==> src/rtl/prog_loader.sv <==
`default_nettype none
// ============================================================================
//  Module      : prog_loader
//  Description : Program-memory loader. Accepts a valid/ready word stream and
//                writes it to consecutive memory addresses from a latched base
//                address, holding the CPU in programme mode for the whole load.
//                The optional trailing checksum beat is compiled in with the
//                macro PROG_LOADER_CHECKSUM_EN.
//  Revision    : 1.0 - initial release
// ============================================================================
module prog_loader #(
    parameter int REGISTER_WIDTH       = 4,
    parameter int MEMORY_ADDRESS_WIDTH = 4,
    parameter int MEMORY_REGISTERS     = 16
) (
    input  logic                            clk_i,
    input  logic                            reset_i,
    input  logic                            start_i,
    input  logic                            abort_i,
    input  logic [MEMORY_ADDRESS_WIDTH-1:0] base_addr_i,
    input  logic [MEMORY_ADDRESS_WIDTH-1:0] length_i,
    input  logic                            s_valid_i,
    input  logic [REGISTER_WIDTH-1:0]       s_data_i,
    output logic                            s_ready_o,
    output logic                            bl_programm_o,
    output logic [MEMORY_ADDRESS_WIDTH-1:0] bl_address_o,
    output logic [REGISTER_WIDTH-1:0]       bl_data_o,
    output logic                            bl_write_en_mem_o,
    output logic                            busy_o,
    output logic                            done_o,
    output logic                            error_o
);

    // Word counter must be able to hold a full-memory load (MEMORY_REGISTERS).
    localparam int CNT_WIDTH = $clog2(MEMORY_REGISTERS + 1);
    localparam logic [MEMORY_ADDRESS_WIDTH-1:0] LAST_ADDR  = MEMORY_ADDRESS_WIDTH'(MEMORY_REGISTERS - 1);
    localparam logic [CNT_WIDTH-1:0]            FULL_COUNT = CNT_WIDTH'(MEMORY_REGISTERS);
    localparam logic [CNT_WIDTH-1:0]            ONE_COUNT  = CNT_WIDTH'(1);

    typedef enum logic [2:0] {
        ST_IDLE   = 3'd0,
        ST_LOAD   = 3'd1,
        ST_CKSUM  = 3'd2,
        ST_FINISH = 3'd3,
        ST_ERROR  = 3'd4
    } state_t;

    state_t state, state_nxt;

    logic [MEMORY_ADDRESS_WIDTH-1:0] ptr, ptr_nxt, ptr_inc;
    logic [CNT_WIDTH-1:0]            remaining, remaining_nxt, load_count;
    logic                            ready, ready_nxt;
    logic                            programm, programm_nxt;
    logic [MEMORY_ADDRESS_WIDTH-1:0] wr_addr, wr_addr_nxt;
    logic [REGISTER_WIDTH-1:0]       wr_data, wr_data_nxt;
    logic                            wr_en, wr_en_nxt;
    logic                            busy, busy_nxt;
    logic                            done, done_nxt;
    logic                            transfer;
    logic                            start_allowed;

`ifdef PROG_LOADER_CHECKSUM_EN
    logic [REGISTER_WIDTH-1:0] sum, sum_nxt, check_sum;
    logic                      error, error_nxt;

    assign check_sum     = sum + s_data_i;
    // A failed checksum parks the loader in ERROR until a new start or an abort.
    assign start_allowed = start_i && ((state == ST_IDLE) || (state == ST_ERROR));
`else
    assign start_allowed = start_i && (state == ST_IDLE);
`endif

    assign transfer = s_valid_i && ready;
    assign ptr_inc  = (ptr == LAST_ADDR) ? '0 : ptr + MEMORY_ADDRESS_WIDTH'(1);

    // Length 0 or anything beyond the memory depth means a full-memory load.
    always_comb begin
        load_count = CNT_WIDTH'(length_i);
        if ((length_i == '0) || (32'(length_i) > 32'(MEMORY_REGISTERS)))
            load_count = FULL_COUNT;
    end

    // Next state and next value of every registered output (outputs lag decisions by one cycle).
    always_comb begin
        state_nxt     = state;
        ptr_nxt       = ptr;
        remaining_nxt = remaining;
        ready_nxt     = ready;
        programm_nxt  = programm;
        wr_addr_nxt   = wr_addr;
        wr_data_nxt   = wr_data;
        wr_en_nxt     = 1'b0;
        busy_nxt      = busy;
        done_nxt      = 1'b0;
`ifdef PROG_LOADER_CHECKSUM_EN
        sum_nxt       = sum;
        error_nxt     = error;
`endif
        if ((state != ST_IDLE) && abort_i) begin
            // Abort wins over a simultaneous transfer; written words are left alone.
            state_nxt    = ST_IDLE;
            ready_nxt    = 1'b0;
            programm_nxt = 1'b0;
            busy_nxt     = 1'b0;
        end else if (start_allowed) begin
            state_nxt     = ST_LOAD;
            ptr_nxt       = base_addr_i;
            remaining_nxt = load_count;
            ready_nxt     = 1'b1;
            programm_nxt  = 1'b1;
            busy_nxt      = 1'b1;
`ifdef PROG_LOADER_CHECKSUM_EN
            sum_nxt       = '0;
            error_nxt     = 1'b0;
`endif
        end else begin
            case (state)
                ST_IDLE: begin
                    ready_nxt    = 1'b0;
                    programm_nxt = 1'b0;
                    busy_nxt     = 1'b0;
                end
                ST_LOAD: begin
                    if (transfer) begin
                        wr_en_nxt     = 1'b1;
                        wr_addr_nxt   = ptr;
                        wr_data_nxt   = s_data_i;
                        ptr_nxt       = ptr_inc;
                        remaining_nxt = remaining - ONE_COUNT;
`ifdef PROG_LOADER_CHECKSUM_EN
                        sum_nxt       = check_sum;
                        if (remaining == ONE_COUNT)
                            state_nxt = ST_CKSUM;
`else
                        if (remaining == ONE_COUNT) begin
                            state_nxt = ST_FINISH;
                            ready_nxt = 1'b0;
                        end
`endif
                    end
                end
`ifdef PROG_LOADER_CHECKSUM_EN
                ST_CKSUM: begin
                    // The checksum beat is consumed but never written to memory.
                    if (transfer) begin
                        ready_nxt = 1'b0;
                        if (check_sum == '0) begin
                            state_nxt = ST_FINISH;
                        end else begin
                            state_nxt = ST_ERROR;
                            error_nxt = 1'b1;
                        end
                    end
                end
                ST_ERROR: begin
                    // CPU stays held in programme mode while the error is pending.
                    ready_nxt    = 1'b0;
                    programm_nxt = 1'b1;
                    busy_nxt     = 1'b1;
                end
`endif
                ST_FINISH: begin
                    // Release the CPU and pulse done in the cycle after the last strobe.
                    state_nxt    = ST_IDLE;
                    ready_nxt    = 1'b0;
                    programm_nxt = 1'b0;
                    busy_nxt     = 1'b1;
                    done_nxt     = 1'b1;
                end
                default: begin
                    state_nxt    = ST_IDLE;
                    ready_nxt    = 1'b0;
                    programm_nxt = 1'b0;
                    busy_nxt     = 1'b0;
                end
            endcase
        end
    end

    // State register and registered outputs.
    always_ff @(posedge clk_i or negedge reset_i) begin
        if (!reset_i) begin
            state     <= ST_IDLE;
            ptr       <= '0;
            remaining <= '0;
            ready     <= 1'b0;
            programm  <= 1'b0;
            wr_addr   <= '0;
            wr_data   <= '0;
            wr_en     <= 1'b0;
            busy      <= 1'b0;
            done      <= 1'b0;
        end else begin
            state     <= state_nxt;
            ptr       <= ptr_nxt;
            remaining <= remaining_nxt;
            ready     <= ready_nxt;
            programm  <= programm_nxt;
            wr_addr   <= wr_addr_nxt;
            wr_data   <= wr_data_nxt;
            wr_en     <= wr_en_nxt;
            busy      <= busy_nxt;
            done      <= done_nxt;
        end
    end

`ifdef PROG_LOADER_CHECKSUM_EN
    // Running checksum accumulator and sticky error flag.
    always_ff @(posedge clk_i or negedge reset_i) begin
        if (!reset_i) begin
            sum   <= '0;
            error <= 1'b0;
        end else begin
            sum   <= sum_nxt;
            error <= error_nxt;
        end
    end

    assign error_o = error;
`else
    assign error_o = 1'b0;
`endif

    assign s_ready_o         = ready;
    assign bl_programm_o     = programm;
    assign bl_address_o      = wr_addr;
    assign bl_data_o         = wr_data;
    assign bl_write_en_mem_o = wr_en;
    assign busy_o            = busy;
    assign done_o            = done;

endmodule
`default_nettype wire

==> config.mk <==
export PLATFORM = sky130hd
export DESIGN_NAME = prog_loader
export DESIGN_NICKNAME = d
export VERILOG_FILES = /design/src/rtl/prog_loader.sv
export SDC_FILE = /design/constraint.sdc
export NUM_CORES = 1
export LEC_CHECK = 0
export CAP_MARGIN = 40
export CORE_MARGIN = 2
export CORE_UTILIZATION = 47
export CTS_CLUSTER_SIZE = 25
export DETAILED_ROUTE_END_ITERATION = 12
export GPL_ROUTABILITY_DRIVEN = 0
export PLACE_DENSITY = 0.76
export SYNTH_ARGS = -nofsm -noshare
export SYNTH_HDL_FRONTEND = slang
export SYNTH_SLANG_ARGS = --single-unit
export TNS_END_PERCENT = 50
==> constraint.sdc <==
create_clock -name clk_i -period 2 [get_ports clk_i]
set_input_delay 0.2 -clock clk_i [delete_from_list [all_inputs] [get_ports clk_i]]
set_output_delay 0.2 -clock clk_i [all_outputs]
set_load 0.03 [all_outputs]
==> results of run 1 <==
-- cell type report --
| type | count | area [sq um] | share of cell area [%] |
|---|---|---|---|
| timing repair buffer | 33 | 320.3 | 21.59 |
| multi-input combinational | 77 | 465.4 | 31.37 |
| clock buffer | 4 | 36.28 | 2.445 |
| inverter | 7 | 26.28 | 1.771 |
| tap | 28 | 35.03 | 2.361 |
| sequential | 24 | 600.6 | 40.47 |
-- cells in the mapped netlist --
library cell  instances
a2111oi_0             1
inv_1                 7
a21oi_1               3
a221o_1               1
o311ai_0              1
conb_1                1
a32oi_1               1
nor3b_4               2
a221o_2               3
or2b_1                1
a21oi_2               1
xor2_1                2
o211ai_1              1
nor3_1                2
a31o_1                1
clkbuf_1              2
nand2_1              28
buf_6                 2
nand3_1               7
a311oi_1              1
ha_1                  3
o31a_2                1
dfrtp_1              24
nor4b_1               1
nand2_2               1
o21ai_0               3
nor4_1                1
o21a_1                1
nor2_1                7
nand4_1               1
and2_0                1
buf_4                 1
-- worst register-to-register path: stages, from the launching register on --
cell	delay [ns]
dfrtp_1	0.52
nor3b_4	0.32
nand2_2	0.18
inv_1	0.19
buf_4	0.18
o31a_2	0.14
-- kinds of logic after synthesis --
family	after synthesis	synth area share, %
flip-flops	24	53.16
other	1	0.3319
adder cells (fa/ha/maj)	3	3.323
AO/OA/AOI/OAI	19	13.40
XOR/XNOR	2	1.551
AND/OR/NAND/NOR	52	22.59
buffers and inverters	12	5.649
-- sequential cells by signal (all words and copies together) (netlist names) --
| name | count |
|---|---|
| s_ready_o | 1 |
| bl_write_en_mem_o | 1 |
| bl_data_o | 4 |
| remaining | 5 |
| busy_o | 1 |
| bl_programm_o | 1 |
| state | 2 |
| bl_address_o | 4 |
| done_o | 1 |
| ptr | 4 |
-- worst max-delay path by stage --
stage                 to  startpoint
2_1_floorplan     ptr[3]   s_ready_o
3_3_place_gp      ptr[3]   s_valid_i
3_5_place_dp      ptr[3]   s_valid_i
4_1_cts        s_ready_o   s_ready_o
5_1_grt         state[1]    state[1]
6_report       s_ready_o   s_ready_o
-- through the flow --
step / hold WS [ns] / cell area, sq um / util [%] / setup WS [ns] / total power [W]
finish: 0.2189 / 1484 / 66.44 / 0.4150 / 0.001671
floorplan: -0.09559 / 1130 / - / 0.4384 / 0.001141
global placement: 0.4562 / 1448 / 64.82 / 0.2428 / 0.001415
detailed placement: 0.4631 / 1448 / 64.82 / 0.2015 / 0.001429
global route: 0.2355 / 1484 / 66.44 / 0.3100 / 0.001776
CTS: 0.2224 / 1484 / 66.44 / 0.4056 / 0.001686
-- cells in the final DEF (no fill, tap or decap), drive strengths merged --
| cell type | n |
|---|---|
| a2111oi | 1 |
| a21oi | 4 |
| a221o | 4 |
| a311oi | 1 |
| a31o | 1 |
| a32oi | 1 |
| and2 | 1 |
| buf | 4 |
| clkbuf | 4 |
| clkdlybuf4s50 | 29 |
| conb | 1 |
| dfrtp | 24 |
| ha | 3 |
| inv | 7 |
| nand2 | 29 |
| nand3 | 7 |
| nand4 | 1 |
| nor2 | 7 |
| nor3 | 2 |
| nor3b | 2 |
| nor4 | 1 |
| nor4b | 1 |
| o211ai | 1 |
| o21a | 1 |
| o21ai | 3 |
| o311ai | 1 |
| o31a | 1 |
| or2b | 1 |
| xor2 | 2 |
-- per-layer routing --
| metal | vias up | wire length (um) | GRT usage, % | share of wire, % |
|---|---|---|---|---|
| met1 | 415 | 1030 | 25.32 | 45 |
| met5 | - | 0 | 0 | 0 |
| met4 | 0 | 58 | 11.54 | 2.5 |
| met2 | 27 | 1045 | 30.42 | 46 |
| li1 | 451 | - | - | - |
| met3 | 5 | 141 | 3.955 | 6.2 |
-- power groups by stage --
stage	clock [W]	sequential [W]	combinational [W]
6_report	0.000257	0.000744	0.000670
4_1_cts	0.000265	0.000745	0.000676
3_3_place_gp	0	0.000749	0.000666
3_5_place_dp	0	0.000755	0.000673
5_1_grt	0.000278	0.000764	0.000734
2_1_floorplan	0	0.000910	0.000231
==> summary.md, run 1 <==
| Metric | Value |
|---|---|
| Die width | 53.03 um |
| Delay-heaviest family, CP | buffers and inverters |
| Layout Skew | 0.008694 ns |
| # DRC | 0 |
| Layout cells sized above 1 | roughly 11% |
| Post-CTS sizing | 0 |
| Vias per cell | 5.191 |
| First-pass GRT wire length | 3836 um |
| R2r endpoint | state[1] |
| Part of the power in registers | between 40% and 50% |
| Via count | about 900 |
| WP data arrival | 1.39 ns |
| Postcts setup bufs | 0 |
| Syn Area/Cell | 9.999 sq um |
| # clock sinks | 24 |
| Max Slew Vio Count | 0 |
| Endpoints failing setup | 0 |
| Rows | 17 |
| Status | complete, no violations |
| Worst IR Drop VDD | roughly 0.0007 V |
| Crit. End Element | primary output |
| Pwr dens | 1126 mW/mm^2 |
| Worst r2r src | state[1] |
| Comb pwr share | 40.1% |
| ANT cells | 0 |
| Root Driver | clkbuf_4 |
| Cells after DPL | roughly 170 |
| Post-Syn Instances | 113 |
| Core area | 0.002233 sq mm |
| CP Class | reg2out |
| Max-cap violations | 0 |
| Port-buffer cells | 29 |
| DRT iter0 DRCs | 14 |
| RSZ-0062 raised after global routing | no |
| Final Critical Period | 1.585 ns |
| Pin count of the biggest net entering global routing | 25 |
| Critical Path Stages | 1 |
| Syn nets | 133 |
| Fmax | 0.6309 GHz |
| Fin nets | 166 |
| CTS tree | done |
| Element type at the critical path start | flop |
| Hold crit path type | in2async |
| Critical Path, Cell by Cell | clkdlybuf4s50_1 |
| Share of the synthesized area in the top cell type | between 50 and 60% |
| Clock slew at reported path FFs | 0.13 ns |
| Routed WL per cell | 13.15 um |
| Clock Path Buffers | 2 |
| Area of the die | approximately 0.0028 sq mm |
| Ports | 31 |
| Post-synth cell types | 32 |
| Worst Reg-to-Reg Cells | 5 |
| Post-synth top area cell | dfrtp_1 |
| Worst path max stage delay | 0.68 ns |
| YS warnings | 0 |
| Routed WL | 2275 um |
| Reg2Reg Setup Slack | roughly 0.43 ns |
| Vias in the first global route | about 880 |
| Initial core utilization | 50.59% |
| Area delta synth->final | 31.34% |
| Sequential cell area fraction in the yosys report | 53.16% |
| Global route overflow | 0 |
| Post-Syn Area | approximately 0.0011 sq mm |
| Crit path buf inv count | 1 |
| Switching power | about 0.00063 W |
| Slowest CP cell | clkdlybuf4s50_1 |
| Final hold vios | 0 |
| TritonRoute pass-1 iters | 4 |
| Post-route ant nets | 0 |
| P_leak | ~0.67 nW |
| GRT Resource Usage Total | 19.64% |
| Hold_buf cts | 0 |
| Fillers | 184 |
| Cts bufs inserted | 3 |
| Initial antenna violation count | 0 |
| CP Max Fanout | 3 |
| Final worst-path cycle share | 79.25% |
| CP required | 1.80 ns |
| Clock latency on the worst-skew pair | between 0.3 and 0.4 ns |
| H-tree depth | 1 |
| Setup TNS | 0 ns |
| Die height | 53.03 um |
| Final Non-Filler Cells | 173 |
| Post-DP HPWL | 1735 um |
| Sw Share | 37.55% |
| Internal Power | 0.001043 W |
| Synth area leaders | dfrtp_1, nand2_1, ha_1 |
| Count of state elements after synthesis | 24 |
| Clock power frac | between 10% and 20% |
Power figures use the tool's default switching activity.
==> inputs of run 2 (changes only) <==
clock period = 1.55 ns   (was 2 ns; I/O delays follow)
==> run 2 against run 1 <==
Against the previous run: sequential cell count stayed put; power rose by 33%; combinational power grew 41%; worst hold slack got worse by 0.028 ns; die area stayed put; largest power group unchanged.
==> summary.md, run 2 (synthesis results as in run 1) <==
| Metric | Value |
|---|---|
| Status | complete, no violations |
| Crit path buf inv count | 1 |
| Final hold vios | 0 |
| Via count | 956 |
| Slowest CP cell | clkdlybuf4s50_1 |
| Die height | ~53 um |
| Layout Utilization | 71.60% |
| Element type at the critical path start | flop |
| Initial core utilization | 50.59% |
| Most frequent cells in the layout | nand2_1, clkdlybuf4s50_1, dfrtp_1, buf_4 |
| Final worst-path cycle share | 97.49% |
| Ports | 31 |
| Delay-heaviest family, CP | buffers and inverters |
| Global route overflow | 0 |
| CP Class | reg2out |
| # DRC | 0 |
| Clock slew at reported path FFs | between 0.1 and 0.15 ns |
| Post-route ant nets | 0 |
| Die width | 53.03 um |
| DRT iter0 DRCs | 16 |
| Setup TNS | 0 ns |
| First-pass GRT wire length | 3746 um |
| ANT cells | 0 |
| Critical Path, Cell by Cell | clkdlybuf4s50_1 |
| Pin count of the biggest net entering global routing | 25 |
| Top reg by flops | remaining |
| Worst Reg-to-Reg Cells | 7 |
| Worst IR Drop VDD | around 0.00081 V |
| Clock latency on the worst-skew pair | 0.31 ns |
| P_leak | 0.7861 nW |
| Routed WL | 2388 um |
| Post-Layout Inst Area | 0.001599 sq mm |
| Fillers | ~170 |
| Leading cell type in the layout, fill and taps excluded | nand2_1 |
| Rows | 17 |
| Area delta synth->final | 41.53% |
| CP required | 1.39 ns |
| Max-cap violations | 0 |
| Core area | ~0.0022 sq mm |
| Layout cells sized above 1 | 19.62% |
| Vias per cell | approximately 5.1 |
| Clock Path Buffers | 2 |
| Fin nets | 179 |
| Root Driver | clkbuf_4 |
| Area of the die | 0.002812 sq mm |
| Hold crit path type | in2async |
| Worst path max stage delay | 0.67 ns |
| Port-buffer cells | 29 |
| Pwr dens | roughly 1400 mW/mm^2 |
| Routed WL per cell | about 13 um |
| GRT Resource Usage Total | 18.45% |
| Register area | 601.8 sq um |
| CP Max Fanout | 3 |
| TritonRoute pass-1 iters | 5 |
| CTS tree | done |
| Cts bufs inserted | 3 |
| Fmax | ~0.66 GHz |
| Post-DP HPWL | between 1500 and 2000 um |
| Area after DPL | 0.001539 sq mm |
| # clock sinks | 24 |
| Max Slew Vio Count | 0 |
| Initial antenna violation count | 0 |
| Critical Path Stages | 1 |
| Final Critical Period | approximately 1.5 ns |
| Multi-input logic area | 471.7 sq um |
| Largest register FFs | 5 |
| Crit. End Element | primary output |
| H-tree depth | 1 |
| Layout Skew | roughly 0.0038 ns |
| Endpoints failing setup | 0 |
| WP data arrival | 1.36 ns |
| Vias in the first global route | 898 |
==> run 2: worst paths after layout <==
kind | start | end | slack (ns)
setup / recovery | s_ready_o | s_ready_o | 0.04
hold / removal | reset_i | bl_address_o[2] | 0.19
setup reg to reg | remaining[1] | s_ready_o | 0.08
hold reg to reg | bl_data_o[2] | bl_data_o[2] | 0.49
max in group asynchronous | reset_i | s_ready_o | 1.11
min in group clk_i | s_data_i[3] | bl_data_o[3] | 0.37
==> run 2: routing by layer <==
metal	vias to the layer above	wire (um)	track usage, %
met5	-	0	0
met4	0	12	6.410
met3	2	116	2.825
met2	23	1197	32.71
met1	455	1061	22.65
li1	476	-	-
==> run 2: where the power goes <==
group	leakage, nW	total, W	switching [W]	internal, W
Clock	0.0210	0.000328	0.000184	0.000143
Sequential	0.302	0.000949	0.000136	0.000813
Combinational	0.463	0.000942	0.000503	0.000439
Total	0.786	0.00222	0.000824	0.00140
==> run 2: layout make-up <==
| class | instances | area share (%) |
|---|---|---|
| Multi-Input combinational cell | 77 | 29.50 |
| Sequential cell | 24 | 37.64 |
| Tap cell | 28 | 2.191 |
| Clock buffer | 4 | 2.269 |
| Inverter | 7 | 1.643 |
| Timing Repair Buffer | 46 | 26.76 |
==> run 2: what timing repair did <==
item	4_1_cts	5_1_grt
hold buffers	0	0
gates resized for setup	0	6
endpoints found under the setup margin	0	5
buffers inserted	0	1
==> run 2: metrics by stage <==
| step | total power, W | setup WS [ns] | cells | hold WS [ns] |
|---|---|---|---|---|
| final | 0.002219 | 0.03884 | 186 | 0.1910 |
| after global routing | 0.002351 | -0.003294 | 186 | 0.2084 |
| after CTS | 0.002222 | 0.01650 | 185 | 0.2024 |
| after detailed placement | 0.001903 | -0.1371 | 181 | 0.4620 |
| after global placement | 0.001871 | -0.02766 | 181 | 0.4561 |
| after floorplan | 0.001473 | 0.03030 | 113 | -0.1406 |
==> inputs of run 3 (changes only) <==
CTS_BUF_LIST = sky130_fd_sc_hd__clkbuf_8 sky130_fd_sc_hd__clkbuf_16   (was default)
==> run 3 against run 2 <==
Against the previous run: die area did not move; combinational power rose by 1%; clock-buffer cell count did not move; non-clock buffer count did not move; wire length rose by 2.6%; worst hold slack improved by 0.064 ns; first-iteration DRC count fell by 13%; maximum frequency rose by 1.4%; sequential share of layout area fell by 0.21 points; power rose by 4.6%; global-route usage rose by 0.12 points.
==> summary.md, run 3 (synthesis results as in run 1) <==
| Metric | Value |
|---|---|
| Status | complete, no violations |
| Routed WL per cell | 13.17 um |
| Max-cap violations | 0 |
| Routed WL | 2450 um |
| Final worst-path cycle share | between 90% and 100% |
| Element type at the critical path start | flop |
| Post-Layout Inst Area | 0.001608 sq mm |
| Fin nets | 179 |
| Area after DPL | 0.001539 sq mm |
| CP Class | reg2reg |
| Layout cells sized above 1 | 19.62% |
| Layout Utilization | 71.99% |
| Final hold slack | 0.2553 ns |
| Clock slew at reported path FFs | approximately 0.08 ns |
| CP Max Fanout | 2 |
| Root Driver | clkbuf_8 |
| Initial antenna violation count | 0 |
| Area of the die | between 0.002 and 0.003 sq mm |
| Rows | 17 |
| Die height | about 53 um |
| Clock Path Buffers | 2 |
| WP data arrival | 1.68 ns |
| Via count | 960 |
| Global route overflow | 0 |
| Initial core utilization | between 50% and 60% |
| Hold_buf cts | 0 |
| Ports | 31 |
| Core area | 0.002233 sq mm |
| CP required | 1.74 ns |
| Fillers | 168 |
| Vias per cell | 5.161 |
| Leading cell type in the layout, fill and taps excluded | clkdlybuf4s50_1 |
| Cts bufs inserted | 3 |
| Endpoints failing setup | 0 |
| Most frequent cells in the layout | clkdlybuf4s50_1, nand2_1, dfrtp_1, buf_4 |
| R2r endpoint | s_ready_o |
| Worst r2r src | remaining[1] |
| Area delta synth->final | 42.30% |
| Clock latency on the worst-skew pair | between 0.2 and 0.3 ns |
| Reg2Reg Setup Slack | 0.06 ns |
| Top reg by flops | remaining |
| Post-route ant nets | 0 |
| First-pass GRT wire length | 3767 um |
| H-tree depth | 1 |
| Pwr dens | roughly 1400 mW/mm^2 |
| ANT cells | 0 |
| TritonRoute pass-1 iters | 4 |
| Largest register FFs | 5 |
| Hold crit path type | in2async |
| Setup TNS | 0 ns |
| Port-buffer cells | 29 |
| Max Slew Vio Count | 0 |
| P_leak | ~0.74 nW |
| Worst Reg-to-Reg Cells | 7 |
| Pin count of the biggest net entering global routing | 25 |
| Layout Skew | 0.002356 ns |
| Die width | 53.03 um |
| # DRC | 0 |
| Final hold vios | 0 |
| GRT Resource Usage Total | 18.57% |
| Fmax | 0.6712 GHz |
| Crit. End Element | flop |
| Worst IR Drop VDD | a little over 0.0009 V |
| # clock sinks | 24 |
| Post-DP HPWL | 1859 um |
| Final Critical Period | 1.490 ns |
| CTS tree | done |
| Vias in the first global route | 908 |
| DRT iter0 DRCs | 14 |
[run 3: cell types whose count changed in the layout (fill, tap and decap cells not counted), sizes merged]
cell	delta
dlymetal6s2s	-4
clkdlybuf4s50	+4
[run 3: where the power goes]
group / internal [W] / leakage [nW] / switching (W)
Clock: 0.000226 / 0.0288 / 0.000190
Combinational: 0.000446 / 0.408 / 0.000508
Sequential: 0.000814 / 0.302 / 0.000137
[run 3: final cells by class]
class                      instances  area, sq um  share of cell area [%]
clock buffer                       4        55.05                   3.424
inverter                           7        26.28                   1.634
multi-input combinational         77        471.7                   29.34
sequential                        24        601.8                   37.43
tap                               28        35.03                   2.179
timing repair buffer              46        417.9                   25.99
[run 3: worst max path at each step]
stage           endpoint    startpoint  cells past startpoint  slack [ns]
2_1_floorplan     ptr[3]     s_ready_o                      6        0.03
3_3_place_gp      ptr[3]       abort_i                      5       -0.03
3_5_place_dp      ptr[2]       abort_i                      5       -0.14
4_1_cts        s_ready_o  remaining[1]                      7        0.03
5_1_grt        s_ready_o  remaining[1]                      7       -0.03
6_report       s_ready_o  remaining[1]                      7        0.06
[run 3: stage by stage]
stage	setup slack [ns]	cells	power [W]
after floorplan	0.03030	113	0.001473
after CTS	0.02648	185	0.002316
after global routing	-0.02923	186	0.002460
after detailed placement	-0.1371	181	0.001903
final	0.06002	186	0.002321
after global placement	-0.02766	181	0.001871
[run 3: layer usage]
layer | track usage [%] | up-vias | routed length, um
met5 | 0 | - | 0
met4 | 6.410 | 0 | 9
met3 | 2.825 | 2 | 118
met2 | 33.33 | 25 | 1284
met1 | 22.47 | 457 | 1038
li1 | - | 476 | -
[run 3: worst max-delay path: stages, from the launching register on]
cell,delay [ns]
dfrtp_1,0.36
inv_1,0.06
ha_1,0.19
nor4b_1,0.14
buf_4,0.14
a2111oi_2,0.36
nand2_1,0.09
nand2_1,0.07
[run 3: what timing repair did]
| item | 4_1_cts | 5_1_grt |
|---|---|---|
| setup buffers | 0 | 1 |
| setup endpoints to repair | 0 | 1 |
| gates resized for setup | 0 | 2 |
